## src/rtl/life_pkg.sv

```systemverilog
// Shared constants and types for the Game of Life generation engine.
package life_pkg;

  localparam int ROWS  = 15;
  localparam int COLS  = 20;
  localparam int ROW_W = $clog2(ROWS);
  localparam int COL_W = $clog2(COLS);

  typedef enum logic [1:0] {
    ST_IDLE = 2'd0,
    ST_FILL = 2'd1,
    ST_RUN  = 2'd2,
    ST_DONE = 2'd3
  } state_e;

  typedef logic [2:0] colour_t;

  localparam colour_t BLACK   = 3'd0;
  localparam colour_t BLUE    = 3'd1;
  localparam colour_t GREEN   = 3'd2;
  localparam colour_t CYAN    = 3'd3;
  localparam colour_t RED     = 3'd4;
  localparam colour_t MAGENTA = 3'd5;
  localparam colour_t YELLOW  = 3'd6;
  localparam colour_t WHITE   = 3'd7;

  function automatic logic [3:0] ones3(input logic [2:0] b);
    return {3'b000, b[0]} + {3'b000, b[1]} + {3'b000, b[2]};
  endfunction

endpackage

```

## src/rtl/life_row_next.sv

```systemverilog
// Combinational Life rule for one row, given the rows above, at and below it.
module life_row_next
  import life_pkg::*;
#(
  parameter int COLS = life_pkg::COLS,
  parameter bit WRAP = 1'b1
)(
  input  logic [COLS-1:0] prev_i,
  input  logic [COLS-1:0] cur_i,
  input  logic [COLS-1:0] next_i,
  output logic [COLS-1:0] row_o
);

  logic [COLS+1:0] prev_x;
  logic [COLS+1:0] cur_x;
  logic [COLS+1:0] next_x;
  logic [3:0]      n;

  // Pad each row with its edge neighbours so column k sees bits k..k+2.
  assign prev_x = {(WRAP ? prev_i[0] : 1'b0), prev_i, (WRAP ? prev_i[COLS-1] : 1'b0)};
  assign cur_x  = {(WRAP ? cur_i[0]  : 1'b0), cur_i,  (WRAP ? cur_i[COLS-1]  : 1'b0)};
  assign next_x = {(WRAP ? next_i[0] : 1'b0), next_i, (WRAP ? next_i[COLS-1] : 1'b0)};

  always_comb begin
    row_o = '0;
    n     = '0;
    for (int k = 0; k < COLS; k++) begin
      n = ones3(prev_x[k +: 3]) + ones3(next_x[k +: 3])
        + {3'b000, cur_x[k]} + {3'b000, cur_x[k+2]};
      row_o[k] = (n == 4'd3) || (cur_i[k] && (n == 4'd2));
    end
  end

endmodule

```

## src/rtl/life_engine.sv

```systemverilog
// Streams one generation from the read buffer through a 3-row window and
// writes the next generation into the write buffer.
//   state | meaning
//   IDLE  | waiting for i_start
//   FILL  | reading until the window holds rows ROWS-1, 0, 1
//   RUN   | one row written per cycle, reads continue
//   DONE  | single-cycle o_done pulse
module life_engine
  import life_pkg::*;
#(
  parameter int ROWS = life_pkg::ROWS,
  parameter int COLS = life_pkg::COLS,
  parameter bit WRAP = 1'b1,
  parameter int RW   = 4
)(
  input  logic            i_clk,
  input  logic            i_rst_n,
  input  logic            i_start,
  output logic            o_busy,
  output logic            o_done,
  output logic            o_rd_en,
  output logic [RW-1:0]   o_rd_addr,
  input  logic [COLS-1:0] i_rd_data,
  output logic            o_wr_en,
  output logic [RW-1:0]   o_wr_addr,
  output logic [COLS-1:0] o_wr_data
);

  localparam int              RD_W     = $clog2(ROWS + 3);
  localparam logic [RW-1:0]   LAST_ROW = RW'(ROWS - 1);
  localparam logic [RD_W-1:0] N_READS  = RD_W'(ROWS + 2);
  localparam logic [RD_W-1:0] FILL_END = RD_W'(ROWS - 1);
  localparam logic [RD_W-1:0] ONE_LEFT = RD_W'(1);

  state_e            state_q, state_d;
  logic [RD_W-1:0]   rd_left_q, rd_left_d;
  logic [RW-1:0]     rd_addr_q, rd_addr_d;
  logic [RW-1:0]     wr_addr_q, wr_addr_d;
  logic              rd_vld_q;
  logic              rd_edge_q;
  logic [COLS-1:0]   prev_q, cur_q, next_q;
  logic [COLS-1:0]   shift_in;
  logic              rd_en;
  logic              wr_en;

  always_comb begin
    state_d   = state_q;
    rd_left_d = rd_left_q;
    rd_addr_d = rd_addr_q;
    wr_addr_d = wr_addr_q;
    rd_en     = 1'b0;
    wr_en     = 1'b0;
    o_done    = 1'b0;
    unique case (state_q)
      ST_IDLE: begin
        if (i_start) begin
          state_d   = ST_FILL;
          rd_left_d = N_READS;
          rd_addr_d = LAST_ROW;
        end
      end
      ST_FILL: begin
        rd_en = 1'b1;
        // third row lands in the window at the end of this cycle
        if (rd_left_q == FILL_END) begin
          state_d   = ST_RUN;
          wr_addr_d = '0;
        end
      end
      ST_RUN: begin
        rd_en = (rd_left_q != '0);
        wr_en = 1'b1;
        if (wr_addr_q == LAST_ROW) begin
          state_d = ST_DONE;
        end else begin
          wr_addr_d = wr_addr_q + 1'b1;
        end
      end
      ST_DONE: begin
        o_done  = 1'b1;
        state_d = ST_IDLE;
      end
      default: state_d = ST_IDLE;
    endcase

    // Address only advances while more reads remain, so it holds after the last one.
    if (rd_en) begin
      rd_left_d = rd_left_q - 1'b1;
      if (rd_left_q != ONE_LEFT) begin
        rd_addr_d = (rd_addr_q == LAST_ROW) ? '0 : rd_addr_q + 1'b1;
      end
    end
  end

  assign shift_in = (!WRAP && rd_edge_q) ? '0 : i_rd_data;

  always_ff @(posedge i_clk or negedge i_rst_n) begin
    if (!i_rst_n) begin
      state_q   <= ST_IDLE;
      rd_left_q <= '0;
      rd_addr_q <= '0;
      wr_addr_q <= '0;
      rd_vld_q  <= 1'b0;
      rd_edge_q <= 1'b0;
      prev_q    <= '0;
      cur_q     <= '0;
      next_q    <= '0;
    end else begin
      state_q   <= state_d;
      rd_left_q <= rd_left_d;
      rd_addr_q <= rd_addr_d;
      wr_addr_q <= wr_addr_d;
      rd_vld_q  <= rd_en;
      rd_edge_q <= rd_en && ((rd_left_q == N_READS) || (rd_left_q == ONE_LEFT));
      if (rd_vld_q) begin
        prev_q <= cur_q;
        cur_q  <= next_q;
        next_q <= shift_in;
      end
    end
  end

  life_row_next #(
    .COLS (COLS),
    .WRAP (WRAP)
  ) u_row_next (
    .prev_i (prev_q),
    .cur_i  (cur_q),
    .next_i (next_q),
    .row_o  (o_wr_data)
  );

  assign o_busy    = (state_q != ST_IDLE);
  assign o_rd_en   = rd_en;
  assign o_rd_addr = rd_addr_q;
  assign o_wr_en   = wr_en;
  assign o_wr_addr = wr_addr_q;

endmodule

```

## config.mk

```make
export PLATFORM = sky130hd
export DESIGN_NAME = life_engine
export DESIGN_NICKNAME = d
export VERILOG_FILES = /design/src/rtl/life_pkg.sv /design/src/rtl/life_row_next.sv /design/src/rtl/life_engine.sv
export SDC_FILE = /design/constraint.sdc
export NUM_CORES = 1
export LEC_CHECK = 0
export BUFFER_PORTS_ARGS = -buffer_cell sky130_fd_sc_hd__buf_2
export CAP_MARGIN = 20
export CORE_AREA = 2 2 125 127
export CTS_BUF_LIST = sky130_fd_sc_hd__clkbuf_2 sky130_fd_sc_hd__clkbuf_4 sky130_fd_sc_hd__clkbuf_8
export CTS_CLUSTER_DIAMETER = 60
export DETAILED_ROUTE_END_ITERATION = 8
export DIE_AREA = 0 0 127 129
export PLACE_DENSITY_LB_ADDON = 0.12
export SLEW_MARGIN = 20
export SYNTH_ARGS = -nofsm -noshare
export SYNTH_HDL_FRONTEND = slang
export SYNTH_SLANG_ARGS = --single-unit
```

## constraint.sdc

```tcl
create_clock -name i_clk -period 3.6 [get_ports i_clk]
set_input_delay 0.72 -clock i_clk [delete_from_list [all_inputs] [get_ports i_clk]]
set_output_delay 0.72 -clock i_clk [all_outputs]
set_load 0.01 [all_outputs]
```

==> metrics.yaml <==
ys_top_cells_by_area: "dfrtp_1, ha_1, fa_1, inv_1, mux2_2"
final_cell_mix: "inv_1, ha_1, buf_4"
period_share_pct: 114
hold_violations: 0
ys.flop_type: "dfrtp_1"
hold_slack_ns: 0.305
layoutNonFillerInstCount: 1107
clock_sinks: 76
crit_start: "next_q[9]$_DFFE_PN0P_"
post-place-cells: 1050
finalSetupViolations: 20
ctsLongestPathBuffers: 2
synth_edf_count: 0
grt_max_degree: 99
first_pass_iters: 4
yosysTopAreaCellShare_pct: 24.4
grt_pass1_wl_um: 27700
initial_utilization_pct: 52.0
finalCriticalPeriod_ns: 4.10
syn_nets: 1030
core_um2: 15000
post-dp-hpwl_um: 11800
layout.nets: 1166
die_w_um: 127
cp_max_fo: 2
synth_cell_types: 40
ff2ff_path_depth: 6
grt_pass1_vias: 6220
diodes: 0
setup_tns_ns: -8.07
synth_seq_area_share_pct: 24.4
cts_buffers: 9
yosys.area.top_type: "dfrtp_1"
clk_latency_ns: 0.35
placementRows: 45
async_flop_share_pct: 100
drt-total-wl_um: 16000
synth_seq_cells: 76
end_kind: "output port"
drtAntennaViolNets: 0
cp-start-kind: "register"
worst_slack_ns: -0.503
synthToLayoutAreaGrowth_pct: 31.3
critPathKind: "register to output port"
initialDrtViolationCount: 161
crit_path_end: "o_wr_data[10]"
clk_pin_slew_ns: 0.08
post_route_cells_drive_above_1_share_pct: 39.7
status: "finished with violations"
gr-total-overflow: 0
io_pins: 55
reg2reg_from: "state_q[0]$_DFFE_PN0P_"
die_area_um2: 16400
htreeDepth: 3
slew_viol_final: 0
vias_per_cell: 5.13
cp.required_ns: 2.88
rrSetupSlack_ns: 1.68
drv_cap: 0
clockRootBuffer: "clkbuf_8"
vias: 5677
clock_skew_ns: 0.00340
port-buffer-count: 54
yosysWarningCount: 0
violations: "negative setup slack"
nFillCells: 1107
grtUsageTotal_pct: 20.9
drc_errors: 0
cp.arrival_ns: 3.38
antenna_found_initial: 0
avgSynthCellArea_um2: 10.0
max_freq_mhz: 244
synth_area_um2: 7790
cts_tree: "done"
rsz0062_at_grt: "yes"
die_h_um: 129
gp_congestion: 0.787
wl_per_cell_um: 14.5
synth_cells: 778
slew_headroom_pct: 35.9
final_common_cell: "inv_1"
r2r_end: "o_rd_addr[2]$_DFF_PN0_"
hold_path.class: "input port to asynchronous set/reset pin"
worst_slew_pin_slew_ns: 0.962
final_util_pct: 68.2
[timing repair]
| action | in CTS | in global routing |
|---|---|---|
| endpoints found under the hold margin | 0 | 0 |
| gates resized for setup | 133 | 80 |
| hold buffers | 0 | 0 |
| pin swaps | 70 | 51 |
| gates cloned | 0 | 0 |
| endpoints found under the setup margin | 20 | 20 |
| buffers inserted | 28 | 12 |
[stage by stage]
stage,worst slack (ns),area (µm²)
after floorplan,0.0264,7910
after global placement,-0.181,8680
after detailed placement,-0.351,8680
after CTS,-0.564,9680
after global routing,-0.644,10200
final,-0.503,10200
[critical path, cell delays in order (launching register included)]
cell and delay [ns]:
dfrtp_1 0.40, buf_6 0.13, ha_4 0.23, fa_1 0.50, inv_1 0.05, fa_1 0.47
inv_1 0.06, ha_4 0.16, fa_2 0.33, inv_2 0.09, a21oi_2 0.07, nor4b_2 0.35
buf_2 0.20
[sequential cells by signal, indices dropped and copies added (netlist names)]
name	count
cur_q	20
next_q	20
prev_q	20
rd_left_q	5
o_rd_addr	4
o_wr_addr	4
state_q	2
rd_vld_q	1
[worst min-delay path by stage]
stage | from | to | cells after the start
3_5_place_dp | rd_left_q[0]$_DFFE_PN0P_ | rd_left_q[0]$_DFFE_PN0P_ | 1
2_1_floorplan | i_rst_n | cur_q[0]$_DFFE_PN0P_ | 0
6_report | i_rst_n | state_q[1]$_DFFE_PN0P_ | 1
5_1_grt | i_rst_n | state_q[1]$_DFFE_PN0P_ | 1
3_3_place_gp | cur_q[18]$_DFFE_PN0P_ | prev_q[18]$_DFFE_PN0P_ | 1
4_1_cts | rd_left_q[0]$_DFFE_PN0P_ | rd_left_q[0]$_DFFE_PN0P_ | 1
[per-layer routing]
metal	part of all wire (%)	routed length [µm]	up-vias	global-route usage, %
met5	0	0	-	0
met4	1.8	290	0	5.69
met3	2.1	332	24	2.58
met2	54	8720	76	39.4
met1	42	6680	2817	25.3
li1	-	-	2760	-
[cell families after synthesis]
group	Yosys count	synth area share, %
AND/OR/NAND/NOR	137	9.06
multiplexers	26	3.78
XOR/XNOR	2	0.225
buffers and inverters	212	10.3
flip-flops	76	24.4
adder cells (fa/ha/maj)	229	44.5
AO/OA/AOI/OAI	96	7.65
[Yosys cell counts, types with 2 or more instances]
master,number
buf_2,5
inv_1,200
dfrtp_1,76
a2111oi_0,14
a31oi_1,8
nand3_1,4
clkbuf_1,6
mux2_2,23
mux2i_1,2
nor4b_1,21
nor3_1,8
and3_1,2
fa_1,80
ha_1,149
nand2_1,58
o21ai_0,42
xor2_1,2
a21oi_1,24
nor2b_1,6
nor2_1,28
[area by class of cell]
class | instances | area, µm² | share of cell area [%]
Clock inverter | 5 | 100 | 0.979
Clock buffer | 11 | 139 | 1.36
Inverter | 200 | 751 | 7.35
Timing Repair Buffer | 137 | 957 | 9.37
Multi-Input combinational cell | 490 | 6110 | 59.8
Sequential cell | 76 | 1920 | 18.8
Tap cell | 188 | 235 | 2.30
Power is left out: the tool's default activity adds up to more than one toggle a clock period on the data nets, which glitch-free logic cannot reach.
